## src/rtl/tracer_rx_channel.sv

```systemverilog
// tracer_rx_channel: receive-side uDMA transfer engine for the trace debugger.
// Takes packed trace beats from a valid/ready stream and writes them to L2,
// one request per beat, tracking address and remaining byte count.
//
// Optional feature macro: TRACER_RX_PENDING_EN
//   defined   -> one-deep pending configuration slot; cfg_en_i while active
//                queues the next transfer, consumed at end of a
//                non-continuous transfer.
//   undefined -> cfg_en_i while active is ignored; cfg_pending_o tied 0.
//
// Handshakes: a stream beat transfers on a rising edge where data_valid_i and
// data_ready_o are both high; an L2 write completes on a rising edge where
// l2_req_o and l2_gnt_i are both high, and address/data/be stay stable while
// l2_req_o is high and l2_gnt_i is low.
module tracer_rx_channel #(
  parameter int L2_AWIDTH_NOAL = 12,
  parameter int TRANS_SIZE     = 16
) (
  input  logic                      clk_i,
  input  logic                      rst_ni,
  input  logic [L2_AWIDTH_NOAL-1:0] cfg_startaddr_i,
  input  logic [TRANS_SIZE-1:0]     cfg_size_i,
  input  logic [1:0]                cfg_datasize_i,
  input  logic                      cfg_continuous_i,
  input  logic                      cfg_en_i,
  input  logic                      cfg_clr_i,
  output logic                      cfg_en_o,
  output logic                      cfg_pending_o,
  output logic [L2_AWIDTH_NOAL-1:0] cfg_curr_addr_o,
  output logic [TRANS_SIZE-1:0]     cfg_bytes_left_o,
  input  logic [31:0]               data_i,
  input  logic                      data_valid_i,
  output logic                      data_ready_o,
  output logic                      l2_req_o,
  input  logic                      l2_gnt_i,
  output logic [L2_AWIDTH_NOAL-1:0] l2_addr_o,
  output logic [31:0]               l2_wdata_o,
  output logic [3:0]                l2_be_o,
  output logic                      evt_done_o
);

  typedef enum logic [1:0] {
    IDLE   = 2'd0,
    ACTIVE = 2'd1,
    WRITE  = 2'd2
  } state_e;

  state_e                    state_q, state_d;
  logic [L2_AWIDTH_NOAL-1:0] start_q, start_d;
  logic [TRANS_SIZE-1:0]     size_q, size_d;
  logic [1:0]                dsize_q, dsize_d;
  logic                      cont_q, cont_d;
  logic [L2_AWIDTH_NOAL-1:0] addr_q, addr_d;
  logic [TRANS_SIZE-1:0]     left_q, left_d;
  logic [31:0]               data_q, data_d;
  logic                      clr_q, clr_d;    // abort requested while a write is in flight
  logic                      done_q, done_d;

  logic [2:0] inc;
  logic       last_beat;
  logic       en_ok;

  // Beat size in bytes; datasize 11 behaves as a word.
  always_comb begin
    case (dsize_q)
      2'b00:   inc = 3'd1;
      2'b01:   inc = 3'd2;
      default: inc = 3'd4;
    endcase
  end

  // Final beat when the remaining count fits in one beat (saturates to 0).
  assign last_beat = (left_q <= TRANS_SIZE'(inc));
  // Clear always wins over enable; zero-size enables are dropped.
  assign en_ok     = cfg_en_i && !cfg_clr_i && (cfg_size_i != '0);

`ifdef TRACER_RX_PENDING_EN
  logic                      pend_valid_q, pend_valid_d;
  logic [L2_AWIDTH_NOAL-1:0] pend_addr_q, pend_addr_d;
  logic [TRANS_SIZE-1:0]     pend_size_q, pend_size_d;
  logic [1:0]                pend_dsize_q, pend_dsize_d;
  logic                      pend_cont_q, pend_cont_d;
`endif

  // Next-state, working-register and pending-slot update.
  always_comb begin
    state_d = state_q;
    start_d = start_q;
    size_d  = size_q;
    dsize_d = dsize_q;
    cont_d  = cont_q;
    addr_d  = addr_q;
    left_d  = left_q;
    data_d  = data_q;
    clr_d   = clr_q;
    done_d  = 1'b0;
`ifdef TRACER_RX_PENDING_EN
    pend_valid_d = pend_valid_q;
    pend_addr_d  = pend_addr_q;
    pend_size_d  = pend_size_q;
    pend_dsize_d = pend_dsize_q;
    pend_cont_d  = pend_cont_q;
`endif

    case (state_q)
      IDLE: begin
        if (en_ok) begin
          start_d = cfg_startaddr_i;
          size_d  = cfg_size_i;
          dsize_d = cfg_datasize_i;
          cont_d  = cfg_continuous_i;
          addr_d  = cfg_startaddr_i;
          left_d  = cfg_size_i;
          state_d = ACTIVE;
        end
`ifdef TRACER_RX_PENDING_EN
        // A slot filled in the very cycle a transfer ended is started here.
        else if (pend_valid_q && !cfg_clr_i) begin
          start_d      = pend_addr_q;
          size_d       = pend_size_q;
          dsize_d      = pend_dsize_q;
          cont_d       = pend_cont_q;
          addr_d       = pend_addr_q;
          left_d       = pend_size_q;
          pend_valid_d = 1'b0;
          state_d      = ACTIVE;
        end
`endif
      end

      ACTIVE: begin
        if (cfg_clr_i) begin
          state_d = IDLE;
        end else if (data_valid_i) begin
          data_d  = data_i;
          state_d = WRITE;
        end
      end

      WRITE: begin
        if (cfg_clr_i) clr_d = 1'b1;
        if (l2_gnt_i) begin
          addr_d = addr_q + L2_AWIDTH_NOAL'(inc);
          left_d = last_beat ? '0 : (left_q - TRANS_SIZE'(inc));
          clr_d  = 1'b0;
          if (clr_q || cfg_clr_i) begin
            state_d = IDLE;
          end else if (!last_beat) begin
            state_d = ACTIVE;
          end else begin
            done_d = 1'b1;
            if (cont_q) begin
              addr_d  = start_q;
              left_d  = size_q;
              state_d = ACTIVE;
            end
`ifdef TRACER_RX_PENDING_EN
            else if (pend_valid_q) begin
              start_d      = pend_addr_q;
              size_d       = pend_size_q;
              dsize_d      = pend_dsize_q;
              cont_d       = pend_cont_q;
              addr_d       = pend_addr_q;
              left_d       = pend_size_q;
              pend_valid_d = 1'b0;
              state_d      = ACTIVE;
            end
`endif
            else begin
              state_d = IDLE;
            end
          end
        end
      end

      default: state_d = IDLE;
    endcase

`ifdef TRACER_RX_PENDING_EN
    // Abort drops any queued transfer; a new enable while active (re)fills
    // the slot, after any consumption above so a same-cycle enable survives.
    if (cfg_clr_i) pend_valid_d = 1'b0;
    if (en_ok && (state_q != IDLE) && !clr_q) begin
      pend_valid_d = 1'b1;
      pend_addr_d  = cfg_startaddr_i;
      pend_size_d  = cfg_size_i;
      pend_dsize_d = cfg_datasize_i;
      pend_cont_d  = cfg_continuous_i;
    end
`endif
  end

  // State and working registers, synchronous active-low reset.
  always_ff @(posedge clk_i) begin
    if (!rst_ni) begin
      state_q <= IDLE;
      start_q <= '0;
      size_q  <= '0;
      dsize_q <= '0;
      cont_q  <= 1'b0;
      addr_q  <= '0;
      left_q  <= '0;
      data_q  <= '0;
      clr_q   <= 1'b0;
      done_q  <= 1'b0;
    end else begin
      state_q <= state_d;
      start_q <= start_d;
      size_q  <= size_d;
      dsize_q <= dsize_d;
      cont_q  <= cont_d;
      addr_q  <= addr_d;
      left_q  <= left_d;
      data_q  <= data_d;
      clr_q   <= clr_d;
      done_q  <= done_d;
    end
  end

`ifdef TRACER_RX_PENDING_EN
  // Pending configuration slot.
  always_ff @(posedge clk_i) begin
    if (!rst_ni) begin
      pend_valid_q <= 1'b0;
      pend_addr_q  <= '0;
      pend_size_q  <= '0;
      pend_dsize_q <= '0;
      pend_cont_q  <= 1'b0;
    end else begin
      pend_valid_q <= pend_valid_d;
      pend_addr_q  <= pend_addr_d;
      pend_size_q  <= pend_size_d;
      pend_dsize_q <= pend_dsize_d;
      pend_cont_q  <= pend_cont_d;
    end
  end
  assign cfg_pending_o = pend_valid_q;
`else
  assign cfg_pending_o = 1'b0;
`endif

  // L2 write lanes: byte/half replicate across the word, be picks the lane.
  always_comb begin
    l2_be_o    = 4'h0;
    l2_wdata_o = '0;
    l2_addr_o  = '0;
    if (state_q == WRITE) begin
      l2_addr_o = {addr_q[L2_AWIDTH_NOAL-1:2], 2'b00};
      case (dsize_q)
        2'b00: begin
          l2_be_o    = 4'b0001 << addr_q[1:0];
          l2_wdata_o = {4{data_q[7:0]}};
        end
        2'b01: begin
          l2_be_o    = 4'b0011 << {addr_q[1], 1'b0};
          l2_wdata_o = {2{data_q[15:0]}};
        end
        default: begin
          l2_be_o    = 4'hF;
          l2_wdata_o = data_q;
        end
      endcase
    end
  end

  assign cfg_en_o         = (state_q != IDLE);
  assign data_ready_o     = (state_q == ACTIVE);
  assign l2_req_o         = (state_q == WRITE);
  assign cfg_curr_addr_o  = addr_q;
  assign cfg_bytes_left_o = left_q;
  assign evt_done_o       = done_q;

endmodule
```

## config.mk

```make
export PLATFORM = sky130hd
export DESIGN_NAME = tracer_rx_channel
export DESIGN_NICKNAME = d
export VERILOG_FILES = /design/src/rtl/tracer_rx_channel.sv
export SDC_FILE = /design/constraint.sdc
export NUM_CORES = 1
export LEC_CHECK = 0
export CORE_ASPECT_RATIO = 0.5
export CORE_MARGIN = 4
export CORE_UTILIZATION = 45
export CTS_CLUSTER_DIAMETER = 120
export DETAILED_ROUTE_END_ITERATION = 7
export PLACE_DENSITY = 0.87
export SYNTH_ARGS = -nofsm -noshare
export SYNTH_HDL_FRONTEND = slang
export SYNTH_SLANG_ARGS = --single-unit
```

## constraint.sdc

```tcl
create_clock -name clk_i -period 4.6 [get_ports clk_i]
set_input_delay 0.69 -clock clk_i [delete_from_list [all_inputs] [get_ports clk_i]]
set_output_delay 0.69 -clock clk_i [all_outputs]
set_load 0.01 [all_outputs]
```

==> results.tsv <==
metric	value	unit
non-filler cells, final	963	
synth warn	0	
Num Clock Sinks	95	
CP Buf/Inv Count	2	
met1 WL	7.34	mm
Total Negative Setup Slacks	0	ps
peak supply drop	0.000174	V
grt total ovfl	0	
GPL Wtd Cong	0.863	
Crit-path slowest cell	nand3_1	
Synth Cell Area	5120	sq um
vias in the first global route	5379	
setup bufs post-CTS	0	
Power Density	291	nW/um^2
reg-to-reg endpoint	cfg_bytes_left_o[11]$_SDFFE_PN0P_	
RSZ-0062 raised after global routing	false	
post-route cell area	6940	sq um
CTS H-tree lvls	3	
Initial Util	0.463	
Crit Path Max Fanout	17	
WHS Endpoint	data_q[17]$_SDFFE_PN0P_	
Leakage	2.43	nW
port buffer count	146	
Core Region	11000	sq um
Worst EP arrival	3990	ps
Critical R2R Launch	dsize_q[0]$_SDFFE_PN0P_	
GRT Total Usage	0.247	
max incr delay on CP	620	ps
Slew Viols, Final	0	
Num CTS Buffers	9	
vias per cell	5.78	
# setup viols final	0	
Worst Setup End Kind	register	
area delta synth->final	35.6	%
worst path cell trace	buf_4, or2_2, inv_1, ha_1, fa_1, nor2b_1, o21ai_0, nand3_1, and3_1, or3_1, a31oi_1	
commonest non-fill, non-tap cells in the layout	166 x nand2_1, 146 x clkdlybuf4s50_1, 122 x a21oi_1	
die area	13200	sq um
fillcell total	949	
first-pass GRT wire length	27.2	mm
met2 WL	7.62	mm
drc violations	0	
HP Start	data_q[17]$_SDFFE_PN0P_	
Detailed Route WL	16.5	mm
number of synthesized flops with an enable pin	0	
CTS tree	yes	
hold path depth	2	
Synth Instances	695	
startpoint types	register	
async set-or-reset flop fraction in the synthesized netlist	0	
hold_buf cts	0	
commonest non-fill, non-tap cell in the layout	nand2_1	
Clk Latency, worst-skew pair	350	ps
min cycle time layout	3730	ps
crit path kind	reg2reg	
share of cells above drive strength 1	0.0465	
post-cts repair resize count	0	
Clock Pin Slew Worst Setup and Hold Paths	70	ps
WP data required	4870	ps
Max clock buf depth	2	
Crit path max-delay family	simple AND/OR/NAND/NOR gates	
net count of the finished layout	892	
#FFs+latches synth	95	
distinct cell type count after synthesis	59	
HPWL Detailed	11.4	mm
worst slew pin tran	1130	ps
Die Y	83.4	microns
Vias	5570	
f_max	268	MHz
initial antenna violation count	0	
outcome	completed	
Mean Syn Cell Area	7.36	sq um
initial drt markers	513	
drt first pass iters	7	
clk_skew	11.2	ps
Antenna Cells	0	
Final ANT Viol Nets	0	
FP Rows	27	
Top-Level Pins	150	
Seq/Total Area, Yosys	0.372	
final hold violation count	0	
FF-to-FF path depth	11	
Slew HR	0.246	
die width	159	microns
reg-to-reg slack, setup	870	ps
Top FF cell, synth	dfxtp_1	
routed wl met3	1.27	mm
Hold Path Class	reg2reg	
root buffer cell	clkbuf_16	
dpl cells	947	
hold_ws	455	ps
DR top layer	met4	
maxcap violations	0	
largest net degree at the start of global routing	55	
Final Cycle Share	0.810	
final core occ	0.628	
drt wl/cell	17.2	microns
Placed Area	6640	sq um
==> layout make-up <==
class                      count  area [sq um]  share of cell area
multi-input combinational    542          2980               0.430
sequential                    95          1900               0.274
clock inverter                 6          68.8             0.00992
tap                          145           181              0.0261
inverter                       8          30.0             0.00433
timing repair buffer         157          1540               0.223
clock buffer                  10           229              0.0330
==> flip-flops by register name, indices dropped and copies added, names as in the netlist, 2 cells and up <==
register	flops
data_q	32
cfg_bytes_left_o	16
size_q	16
cfg_curr_addr_o	12
start_q	12
dsize_q	2
state_q	2
==> report_power, final <==
group	switching (mW)	internal, mW
Sequential	0.0389	0.856
Combinational	0.200	0.174
Clock	0.327	0.424
==> stage by stage <==
stage / power (mW) / setup WS [ps]
after floorplan: 1.12 / 1420
after global placement: 1.27 / 1120
after detailed placement: 1.28 / 955
after CTS: 2.02 / 938
after global routing: 2.11 / 577
final: 2.02 / 873
==> logic make-up after synthesis <==
family / share of synthesized area
adders and majority gates: 0.0274
DFF: 0.372
AOI/OAI and AO/OA: 0.231
xor gates and xnor gates: 0.0291
buffers and inverters: 0.0474
and+or+nand+nor: 0.262
other: 0.000733
muxes: 0.0313
==> how the worst max path moves through the flow <==
stage,start,to,slack (ps),cells past startpoint
6_report,dsize_q[0]$_SDFFE_PN0P_,cfg_bytes_left_o[11]$_SDFFE_PN0P_,870,11
5_1_grt,dsize_q[0]$_SDFFE_PN0P_,cfg_bytes_left_o[11]$_SDFFE_PN0P_,580,11
4_1_cts,dsize_q[0]$_SDFFE_PN0P_,cfg_bytes_left_o[11]$_SDFFE_PN0P_,940,11
3_5_place_dp,dsize_q[0]$_SDFFE_PN0P_,cfg_bytes_left_o[11]$_SDFFE_PN0P_,960,11
3_3_place_gp,dsize_q[0]$_SDFFE_PN0P_,cfg_bytes_left_o[11]$_SDFFE_PN0P_,1120,11
2_1_floorplan,dsize_q[1]$_SDFFE_PN0P_,cfg_bytes_left_o[14]$_SDFFE_PN0P_,1420,14
==> tightest hold or removal path, cell delays in order, from the launching register on <==
cell	delay (ps)
dfxtp_1	310
nand2_1	50
a21oi_1	50
==> routing by layer <==
| metal | vias to the layer above | track usage |
|---|---|---|
| met4 | 0 | 0.0827 |
| met3 | 34 | 0.0590 |
| li1 | 2651 | - |
| met2 | 262 | 0.400 |
| met1 | 2623 | 0.324 |
| met5 | - | 0 |
==> Yosys cell counts, types with 3 or more instances <==
library cell / n / area, sq um
a221oi_1: 3 / 26.3
a211o_1: 6 / 52.6
nor4_1: 7 / 43.8
and2_1: 21 / 131
o31ai_1: 3 / 22.5
clkbuf_1: 37 / 139
inv_1: 6 / 22.5
and3_1: 7 / 43.8
o21ai_0: 20 / 100
or3_1: 7 / 43.8
a211oi_1: 4 / 30.0
buf_1: 7 / 26.3
nand2_1: 166 / 623
dfxtp_1: 95 / 1900
o211ai_1: 15 / 113
buf_2: 5 / 25.0
xnor2_1: 8 / 70.1
nand4_1: 4 / 25.0
nor3_1: 4 / 20.0
buf_4: 3 / 22.5
o22ai_1: 3 / 18.8
mux2i_1: 16 / 160
nor2b_1: 5 / 31.3
a31oi_1: 5 / 31.3
nor2_1: 43 / 161
o32ai_1: 3 / 26.3
nand3_1: 12 / 60.1
ha_1: 8 / 100
a21oi_1: 122 / 611
nand2b_1: 4 / 25.0
xor2_1: 9 / 78.8
No activity file was read; power rests on OpenSTA's default activity.
